**config.mk**
```make
export PLATFORM = sky130hd
export DESIGN_NAME = weight_bram_reader
export DESIGN_NICKNAME = d
export VERILOG_FILES = /design/src/rtl/weight_bram_reader.sv
export SDC_FILE = /design/constraint.sdc
export NUM_CORES = 1
export LEC_CHECK = 0
export ABC_AREA = 1
export CAP_MARGIN = 40
export CORE_AREA = 2 2 105 107
export DETAILED_ROUTE_END_ITERATION = 10
export DIE_AREA = 0 0 107 109
export DONT_BUFFER_PORTS = 1
export GPL_ROUTABILITY_DRIVEN = 0
export PLACE_DENSITY = 0.44
export SYNTH_ARGS = -nofsm -noshare
export SYNTH_HDL_FRONTEND = slang
export SYNTH_SLANG_ARGS = --single-unit
```
**constraint.sdc**
```tcl
create_clock -name CLK -period 2.6 [get_ports CLK]
set_input_delay 0.39 -clock CLK [delete_from_list [all_inputs] [get_ports CLK]]
set_output_delay 0.39 -clock CLK [all_outputs]
set_load 0.02 [all_outputs]
```
**src/rtl/weight_bram_reader.sv**
```systemverilog
// Read sequencer for one weight BRAM column: walks addresses 0..DEPTH-1 and streams
// each word over valid/ready. Optional CHECKSUM port under WEIGHT_READER_CHECKSUM_EN.
module weight_bram_reader #(
    parameter int DEPTH = 28,
    parameter int AW    = 5,
    parameter int DW    = 16
) (
    input  logic          CLK,
    input  logic          RST,
    input  logic          START,
    output logic [AW-1:0] BRAM_ADDR,
    output logic          BRAM_EN,
    output logic          BRAM_WE,
    input  logic [DW-1:0] BRAM_DO,
    output logic [DW-1:0] W_DATA,
    output logic          W_VALID,
    input  logic          W_READY,
    output logic          W_LAST,
    output logic          BUSY,
    output logic          DONE
`ifdef WEIGHT_READER_CHECKSUM_EN
   ,output logic [DW-1:0] CHECKSUM
`endif
);

    typedef enum logic [1:0] {S_IDLE, S_RUN, S_FLUSH, S_DONE} state_t;

    localparam logic [AW:0]   DEPTH_C = (AW+1)'(DEPTH);
    localparam logic [AW-1:0] LAST_A  = AW'(DEPTH-1);

    state_t               state, state_nx;
    logic [AW:0]          next_addr;
    logic [1:0][DW-1:0]   fifo_data;
    logic [1:0]           fifo_last;
    logic                 rd_ptr, wr_ptr;
    logic [1:0]           occ;
    logic [2:0]           credit;
    logic                 xfer, issue, start_acc;

    assign BRAM_WE   = 1'b0;
    assign xfer      = W_VALID && W_READY;
    assign start_acc = (state == S_IDLE) && START;
    // BRAM_EN marks the one read in flight; its data lands in the FIFO at the next posedge.
    assign credit    = {1'b0, occ} + {2'b0, BRAM_EN} - {2'b0, xfer};

    always_ff @(posedge CLK or posedge RST) begin
        if (RST) state <= S_IDLE;
        else     state <= state_nx;
    end

    always_comb begin
        state_nx = state;
        case (state)
            S_IDLE:  if (START) state_nx = S_RUN;
            S_RUN:   if (next_addr == DEPTH_C) state_nx = S_FLUSH;
            S_FLUSH: if (xfer && W_LAST) state_nx = S_DONE;
            S_DONE:  state_nx = S_IDLE;
            default: state_nx = S_IDLE;
        endcase
    end

    // The first read is issued on the START edge so data appears two cycles later.
    always_comb begin
        BUSY  = (state != S_IDLE);
        DONE  = (state == S_DONE);
        issue = start_acc ||
                ((state == S_RUN) && (next_addr < DEPTH_C) && (credit < 3'd2));
    end

    always_ff @(posedge CLK or posedge RST) begin
        if (RST) begin
            BRAM_EN   <= 1'b0;
            BRAM_ADDR <= '0;
            next_addr <= '0;
        end else begin
            BRAM_EN <= issue;
            if (issue) begin
                if (start_acc) begin
                    BRAM_ADDR <= '0;
                    next_addr <= (AW+1)'(1);
                end else begin
                    BRAM_ADDR <= next_addr[AW-1:0];
                    next_addr <= next_addr + 1'b1;
                end
            end
        end
    end

    always_ff @(posedge CLK or posedge RST) begin
        if (RST) begin
            fifo_data <= '0;
            fifo_last <= '0;
            rd_ptr    <= 1'b0;
            wr_ptr    <= 1'b0;
            occ       <= '0;
        end else begin
            if (BRAM_EN) begin
                fifo_data[wr_ptr] <= BRAM_DO;
                fifo_last[wr_ptr] <= (BRAM_ADDR == LAST_A);
                wr_ptr            <= ~wr_ptr;
            end
            if (xfer) rd_ptr <= ~rd_ptr;
            occ <= occ + {1'b0, BRAM_EN} - {1'b0, xfer};
        end
    end

    assign W_VALID = (occ != 2'd0);
    assign W_DATA  = fifo_data[rd_ptr];
    assign W_LAST  = fifo_last[rd_ptr] && W_VALID;

`ifdef WEIGHT_READER_CHECKSUM_EN
    always_ff @(posedge CLK or posedge RST) begin
        if (RST)            CHECKSUM <= '0;
        else if (start_acc) CHECKSUM <= '0;
        else if (xfer)      CHECKSUM <= CHECKSUM + W_DATA;
    end
`endif

endmodule

```
======== Yosys cells after proc, flatten, opt, wreduce, memory -nomap -nowiden ========
Cells that the tools add are included.
W data, S select, Z words.
word-level totals
  bits in registers ....................... 52
  input port bits ......................... 20
  logic and storage cells ................. 58
cells by class
  add/subtract/negate cells ............... 5
  order comparisons ....................... 5
  eq/ne operators ......................... 8
  multiplexer cells ....................... 16
  bitwise operators ....................... 2
  reductions and logical operators ........ 12
operators by type and width
  kind                   count
  $mux W16               3
  $bwmux W32             1
  $demux W16 S1          1
  $pmux W2 S4            1
  $logic_and A1 B1 Y1    7
  $add A6 B1 Y6 const B  1
  $eq A6 B5 Y1 const B   1
  $lt A6 B5 Y1 const B   1
  $mux W2                3
  $mux W6                1
  $ne A2 B2 Y1 const B   3
  $eq A5 B5 Y1 const B   1
  $mux W5                1
  $eq A2 B2 Y1 const B   2
  $lt A1 B2 Y1 const B   2
  $reduce_bool A2 Y1     2
  $add A2 B1 Y3          1
  $lt A3 B2 Y1 const B   1
  $mux W1                3
  $reduce_and A3 Y1      1
  $sub A3 B1 Y3          1
  $add A2 B1 Y2          1
  $bwmux W2              1
  $eq A2 B1 Y1 const B   1
  6 further kinds        7

======== Depth between registers and ports, before layout ========
Gate-level depths: netlist of the first run.
  depth in word-level cells ............... 6
  depth in mapped cells ................... 13

======== Least setup slack after synthesis of the first run ========
Ideal clock, no wire load.
  kind .................................... register -> register
  start ................................... register occ[1]
  end ..................................... register BRAM_ADDR[0]
  arrival ................................. 2337 ps
  required time ........................... 2473 ps
  setup slack ............................. 136 ps
  cell stages (with the launch flop) ...... 14
  buffers on the path ..................... 1
  path through ............................ dfrtp_1 inv_1 nand2_1 nand2_1 inv_1 ha_1 inv_1 ha_1 fa_1 nor3_1 nand3_2 buf_6 nand3_1 o21ai_0
between the ends
  cells in the longest elaborated chain, start to end .. 6
  elaborated cells on any way between the ends .. 7
  those cells by class .................... add/sub: 2; order compare: 1; reduce/logical: 4
RTL lines
  item                    line  RTL
  from (decl)             36    logic [1:0] occ;
  from (signal assigned)  103   occ <= occ + {1'b0, BRAM_EN} - {1'b0, xfer};
  $reduce_bool A2 Y1      107   assign W_VALID = (occ != 2'd0);
  via W_VALID             16    output logic W_VALID,
  $logic_and A1 B1 Y1     41    assign xfer = W_VALID && W_READY;
  via xfer                38    logic xfer, issue, start_acc;
  $sub A3 B1 Y3           44    assign credit = {1'b0, occ} + {2'b0, BRAM_EN} - {2'b0, xfer};
  via credit[1]           37    logic [2:0] credit;
  $lt A3 B2 Y1            67    ((state == S_RUN) && (next_addr < DEPTH_C) && (credit < 3'd2));
  $logic_and A1 B1 Y1     67
  $logic_or A1 B1 Y1      66    issue = start_acc ||
  to (signal assigned)    82    BRAM_ADDR <= next_addr[AW-1:0];
  to (decl)               11    output logic [AW-1:0] BRAM_ADDR,
The timed path passes the listed nets, and every way through them passes these cells.
A chain may end at the register's enable or synchronous reset.

======== Worst setup path in the final report of the first run ========
  start ................................... register occ[1]
  end ..................................... register BRAM_ADDR[0]
between the ends
  cells in the longest elaborated chain, start to end .. 6
  elaborated cells on any way between the ends .. 7
  those cells by class .................... add/sub: 2; order compare: 1; reduce/logical: 4
RTL lines
  item                 line
  $reduce_bool A2 Y1   107
  $logic_and A1 B1 Y1  41
  via xfer             38
  $sub A3 B1 Y3        44
  via credit[1]        37
  $lt A3 B2 Y1         67
  $logic_and A1 B1 Y1  67
  $logic_or A1 B1 Y1   66
The timed path passes the listed nets, and every way through them passes these cells.

==> results of run 1 <==
-- Yosys cell counts, drive strengths merged --
cell    number  share of area (%)
conb         1               0.15
clkbuf       3               0.44
nor3         1               0.20
nand4        1               0.24
ha           9                4.4
o21ai       38                9.8
nor2        11                1.7
nand3       17                3.5
buf         11                3.6
fa           1               0.78
nand2      115                 17
dfrtp       52                 51
inv         34                5.1
and2         1               0.24
xor2         5                1.7
or2          2               0.49
-- cell type report --
class	instances	share of cell area [%]
Clock inverter	2	0.358
Tap cell	140	6.27
Timing Repair Buffer	6	2.19
Multi-Input combinational cell	202	37.0
Clock buffer	6	2.96
Inverter	34	4.66
Sequential cell	52	46.6
-- metal layers --
layer / share of wire, % / track usage, % / up-vias
met3: 5.0 / 2.75 / 2
met5: 0 / 0 / -
met1: 48 / 12.7 / 851
met2: 47 / 17.1 / 43
li1: - / - / 923
met4: 0.36 / 2.50 / 0
-- worst paths after layout --
kind | endpoint | slack [ps] | depth (start not counted)
worst min register to register | fifo_data[15] | 490 | 2
worst max-delay path | BRAM_ADDR[0] | 260 | 13
max in group asynchronous | fifo_data[14] | 2020 | 2
worst min-delay path | next_addr[3] | 30 | 1
min in group CLK | fifo_data[15] | 240 | 2
worst max register to register | BRAM_ADDR[0] | 260 | 13
-- logic make-up after synthesis --
group,count (synthesis),share of synthesized area [%]
compound gates,38,9.77
xor+xnor,5,1.71
fa+ha+maj,10,5.18
buf+inv,48,9.08
flops,52,50.8
other cells,1,0.146
simple gates,148,23.3
-- state kept, by name, summed over array words and instances, names as in the netlist --
name,flops
BRAM_ADDR,5
BRAM_EN,1
fifo_data,32
fifo_last,2
next_addr,6
occ,2
rd_ptr,1
state,2
wr_ptr,1
-- through the flow --
| step | power, mW | std cells | worst slack [ps] |
|---|---|---|---|
| floorplan | 2.77 | 302 | 136 |
| global placement | 3.04 | 434 | 181 |
| detailed placement | 3.06 | 434 | 128 |
| CTS | 3.56 | 442 | 104 |
| global route | 3.86 | 442 | 17.1 |
| finish | 3.49 | 442 | 258 |
-- critical path: cells and delay by family (launching register included) --
family,cells,cell delay (ps)
adder cells (fa/ha/maj),3,900
AND/OR/NAND/NOR,5,480
flip-flops,1,400
buffers and inverters,4,360
AO/OA/AOI/OAI,1,90
-- placed cells by master (no fill, tap or decap), types with 2 or more instances in the layout --
master and count:
sky130_fd_sc_hd__clkinv_2 2, sky130_fd_sc_hd__buf_4 4, sky130_fd_sc_hd__nor2_1 10, sky130_fd_sc_hd__nand3_1 16
sky130_fd_sc_hd__xor2_1 5, sky130_fd_sc_hd__clkbuf_8 6, sky130_fd_sc_hd__inv_1 32, sky130_fd_sc_hd__nand2_1 114
sky130_fd_sc_hd__o21ai_1 4, sky130_fd_sc_hd__dfrtp_1 52, sky130_fd_sc_hd__o21ai_0 18, sky130_fd_sc_hd__ha_1 9
sky130_fd_sc_hd__o21ai_2 16
-- power by group through the flow --
stage,Clock (mW),Sequential (mW),Combinational (mW)
after global routing,0.549,1.52,1.79
final,0.482,1.46,1.55
after global placement,0,1.48,1.56
after floorplan,0,1.39,1.38
after CTS,0.504,1.47,1.58
after detailed placement,0,1.48,1.58
==> run summary, run 1 <==
### Run status
- finished, final reports clean — outcome

### Final layout
- 0.00103 mm2 — area of the multi-input gates
- 0 — diode count
- 1173 — filler cell count
- 0.00130 mm2 — area occupied by registers
- 331 — Layout Nets
- 12.3% — fraction of layout cells with a size suffix above 1
- 0.00279 mm2 — area of all placed cells without fillers
- 26.4% — utilization of the core after routing
- 9.03% — Area growth, synth to finish

### STA
- 0 — number of max-slew violations in the final report
- 0 — Final Hold Fails
- 25.9 ps — worst hold slack after final layout
- false — setup repair after global routing missed its margin
- 60.9% — worst rel slew slack
- 90.1% — Final period util
- 0 ps — Setup TNS Final
- 6.73 ps — final clock skew
- 2340 ps — min Tclk post-route
- 427 MHz — Fmax achieved
- 0 — Setup Viol. Count Final
- 585 ps — pin slew with the least headroom to its limit

### Worst setup path
- occ[1] — origin of the critical flop-to-flop path
- 2790 ps — required time of the critical path
- 12 — largest driver fanout on the critical path
- sky130_fd_sc_hd__fa_1 — CP max-delay cell
- flip-flop — nature of the critical path startpoint
- inv_1 -> nand2_1 -> nand2_1 -> inv_1 -> ha_1 -> inv_1 -> ha_1 -> fa_1 -> nor3_2 -> nand3_2 -> buf_6 -> nand3_1 -> o21ai_0 — ordered cell list for the critical path
- sky130_fd_sc_hd__inv_1 — dominant cell type by count on the critical path
- flip-flop — kind of capture point of the worst setup path
- 2530 ps — worst path arrival time
- reg2reg — crit path kind
- occ[1] — timing startpoint of the critical path
- 470 ps — peak per-stage delay on the critical path

### Floorplanning
- 107 um — die outline width
- 0.0106 mm2 — placeable core area
- 0.0117 mm2 — Total Die Area
- 24.2% — effective utilization at floorplan
- 47 — I/O pin count
- 38 — total number of placement rows
- 109 um — y dimension of the die

### Routing
- 134 — iteration-0 DRC count of the detailed router
- 12.1 um — routed wire length per instance
- 4.12 — via-per-instance ratio
- 5 — detailed-router iteration count before antenna repair
- 1819 — via count
- 0 — drt drc
- 5340 um — routed wire length
- 0 — count of antenna-violating nets left after detailed routing

### Pwr
- 46.6% — net switching share of the total power
- 41.9% — relative contribution of sequential cells to total power
- 1250 mW/mm2 — Power per Cell Area
- 13.8% — fraction of power consumed by the clock network
- 44.3% — proportion of power drawn by combinational gates
- 404 uV — peak supply drop
- 1.45 nW — Static Leak
- 1.63 mW — switching power of the nets
- 1.87 mW — internal power

### Placement
- 0.00269 mm2 — placed standard-cell area
- 3760 um — Final HPWL DP
- 0 — count of buffers inserted at the top-level ports

### CTS
- 2 — Max clock buf depth
- 100 ps — clock transition at the register clock pins on the worst setup and hold paths after CTS
- 2 — CTS HTree Levels
- 300 ps — Clock Latency Late Sink
- sky130_fd_sc_hd__clkbuf_8 — CTS root buf
- 0 — CTS-repair resized insts
- built — CTS tree
- 5 — CTS Buf Count
- 0 — setup fix buffers added after clock tree synthesis
- 0 — number of buffers inserted by hold repair at cts
- 52 — number of sinks handled by clock tree synthesis

### GRT
- 0 — grt total ovfl
- 10.1% — total routing usage reported by global routing
- 35 — maximum number of pins on one net before global-route repair
- 1838 — via count of the first global-routing pass
- 9160 um — wire length of the first global-routing pass
- 0 — antenna violations before repair

### Synth
- 25 — Unique masters post-synth
- 8.48 um2 — average footprint of a synthesized cell
- 0.00256 mm2 — post-synthesis instance area
- 52 — Seq cells post-synth
- 302 — cell count after synthesis
- 332 — net count after synthesis
- 0 — Synth Warn #
- 50.8% — sequential share of the synthesized area

### Job
- 0 — Max-Cap Viols

### Hold path
- in2async — path type of the worst min-delay path

Power figures use the tool's default switching activity.
==> run 2: changes to the inputs <==
- CTS_CLUSTER_DIAMETER: unset -> 40
==> results of run 2 <==
Final layout, timing and power as in run 1 (identical DEF).
==> run 3: changes to the inputs <==
- PLACE_DENSITY: 0.44 -> unset
- PLACE_DENSITY_LB_ADDON: unset -> 0.05
==> run 3 against run 2 <==
Via count shrank 0.33%; sequential power is essentially flat; final cell count grew 0.23%; critical endpoint unchanged; largest cell class unchanged.
==> run summary, run 3 (synthesis results as in run 1) <==
### Worst setup path
- flip-flop — kind of capture point of the worst setup path
- occ[1] — timing startpoint of the critical path
- 2560 ps — worst path arrival time
- reg2reg — crit path kind
- 12 — largest driver fanout on the critical path
- 240 ps — slack of the worst reg-to-reg path
- BRAM_ADDR[0] — Critical R2R Capture
- 2800 ps — required time of the critical path
- occ[1] — origin of the critical flop-to-flop path
- flip-flop — nature of the critical path startpoint
- 13 — Reg2Reg Depth

### CTS
- 2 — CTS HTree Levels
- 2 — Max clock buf depth
- 0 — number of buffers inserted by hold repair at cts
- 110 ps — clock transition at the register clock pins on the worst setup and hold paths after CTS
- 5 — CTS Buf Count
- 52 — number of sinks handled by clock tree synthesis
- built — CTS tree
- 310 ps — Clock Latency Late Sink
- sky130_fd_sc_hd__clkbuf_8 — CTS root buf

### Placement
- 0 — count of buffers inserted at the top-level ports
- 434 — number of placed cells counting well taps
- 3910 um — Final HPWL DP

### Floorplanning
- 38 — total number of placement rows
- 47 — I/O pin count
- 0.0117 mm2 — Total Die Area
- 24.2% — effective utilization at floorplan
- 0.0106 mm2 — placeable core area
- 109 um — y dimension of the die
- 107 um — die outline width

### Final layout
- 0 — diode count
- 0.00130 mm2 — area occupied by registers
- fifo_data — most flop-heavy register
- 114 x sky130_fd_sc_hd__nand2_1, 52 x sky130_fd_sc_hd__dfrtp_1, 31 x sky130_fd_sc_hd__inv_1 — most frequent cells in the layout
- 332 — Layout Nets
- 8.94% — Area growth, synth to finish
- 32 — flip-flop count of the largest register, all copies and words added
- sky130_fd_sc_hd__nand2_1 — most common library cell in the layout ignoring fill and taps
- 26.3% — utilization of the core after routing
- 0.00104 mm2 — area of the multi-input gates
- 443 — non-filler instance count after layout
- 13.2% — fraction of layout cells with a size suffix above 1
- fifo_data (32), next_addr (6), BRAM_ADDR (5) — biggest regs
- 1175 — filler cell count

### STA
- 42.1% — worst rel slew slack
- 0 — number of max-slew violations in the final report
- 12.6 ps — final clock skew
- 0 — Final Hold Fails
- 423 MHz — Fmax achieved
- 90.9% — Final period util
- 869 ps — pin slew with the least headroom to its limit
- 0 ps — Setup TNS Final
- 2360 ps — min Tclk post-route
- 0 — Setup Viol. Count Final
- false — setup repair after global routing missed its margin
- 9.07 ps — worst hold slack after final layout

### GRT
- 9880 um — wire length of the first global-routing pass
- 0 — antenna violations before repair
- 0 — grt total ovfl
- 36 — maximum number of pins on one net before global-route repair
- 1907 — via count of the first global-routing pass
- 11.0% — total routing usage reported by global routing

### Routing
- 1813 — via count
- 94 — iteration-0 DRC count of the detailed router
- 5860 um — routed wire length
- 13.2 um — routed wire length per instance
- 0 — drt drc
- 0 — count of antenna-violating nets left after detailed routing
- 4.09 — via-per-instance ratio
- 4 — detailed-router iteration count before antenna repair

### Pwr
- 3.54 mW — Overall Power
- 396 uV — peak supply drop
- 1270 mW/mm2 — Power per Cell Area
- 1.44 nW — Static Leak

### Job
- 0 — Max-Cap Viols

### Run status
- finished, final reports clean — outcome

### Hold path
- in2async — path type of the worst min-delay path

[run 3: cell types whose count changed in the layout (fill, tap and decap cells not counted), sizes merged]
cell and delta:
buf +1, clkbuf -1, clkinv -1, clkinvlp +1, inv +1
[run 3: how the worst max path moves through the flow]
| stage | cells past startpoint | slack (ps) | to |
|---|---|---|---|
| 5_1_grt | 13 | 7 | BRAM_ADDR[0] |
| 2_1_floorplan | 13 | 140 | BRAM_ADDR[0] |
| 3_3_place_gp | 13 | 160 | BRAM_ADDR[0] |
| 4_1_cts | 13 | 60 | BRAM_ADDR[0] |
| 3_5_place_dp | 13 | 100 | BRAM_ADDR[0] |
| 6_report | 13 | 240 | BRAM_ADDR[0] |
[run 3: power by group]
| part | total, mW | switching, mW | internal (mW) | leakage, nW |
|---|---|---|---|---|
| Clock | 0.485 | 0.293 | 0.192 | 0.0445 |
| Combinational | 1.60 | 1.11 | 0.492 | 0.745 |
| Sequential | 1.45 | 0.281 | 1.17 | 0.654 |
| Total | 3.54 | 1.68 | 1.86 | 1.44 |
[run 3: metrics by stage]
step | instance area [um2] | setup slack (ps)
2_1_floorplan | 2560 | 136
3_3_place_gp | 2680 | 161
3_5_place_dp | 2680 | 96.3
4_1_cts | 2770 | 56.5
5_1_grt | 2790 | 6.77
6_report | 2790 | 236
[run 3: metal layers]
| metal | up-vias | wire length, um | track usage [%] | part of all wire (%) |
|---|---|---|---|---|
| met2 | 32 | 2810 | 18.7 | 48 |
| li1 | 925 | - | - | - |
| met1 | 851 | 2780 | 14.2 | 48 |
| met5 | - | 0 | 0 | 0 |
| met4 | 0 | 44 | 2.78 | 0.75 |
| met3 | 5 | 215 | 2.45 | 3.7 |
[run 3: what timing repair did]
| action | 4_1_cts | 5_1_grt |
|---|---|---|
| hold endpoints to repair | 0 | 0 |
| buffers inserted | 0 | 1 |
| gates resized for setup | 0 | 4 |
| setup endpoints to repair | 0 | 10 |
[run 3: final cells by class]
type                            instances  share of cell area (%)
Clock buffer                            5                    2.47
Clock inverter                          3                   0.762
Inverter                               34                    4.66
Multi-Input combinational cell        202                    37.2
Sequential cell                        52                    46.6
Tap cell                              140                    6.28
Timing Repair Buffer                    7                    2.02
[run 3: worst max-delay path, stage by stage, from the launching register on]
cell	delay [ps]
sky130_fd_sc_hd__dfrtp_1	410
sky130_fd_sc_hd__inv_2	80
sky130_fd_sc_hd__nand2_1	60
sky130_fd_sc_hd__nand2_1	90
sky130_fd_sc_hd__inv_1	50
sky130_fd_sc_hd__ha_1	260
sky130_fd_sc_hd__inv_1	40
sky130_fd_sc_hd__ha_1	180
sky130_fd_sc_hd__fa_1	480
sky130_fd_sc_hd__nor3_2	140
sky130_fd_sc_hd__nand3_2	130
sky130_fd_sc_hd__buf_6	170
sky130_fd_sc_hd__nand3_1	60
sky130_fd_sc_hd__o21ai_0	90
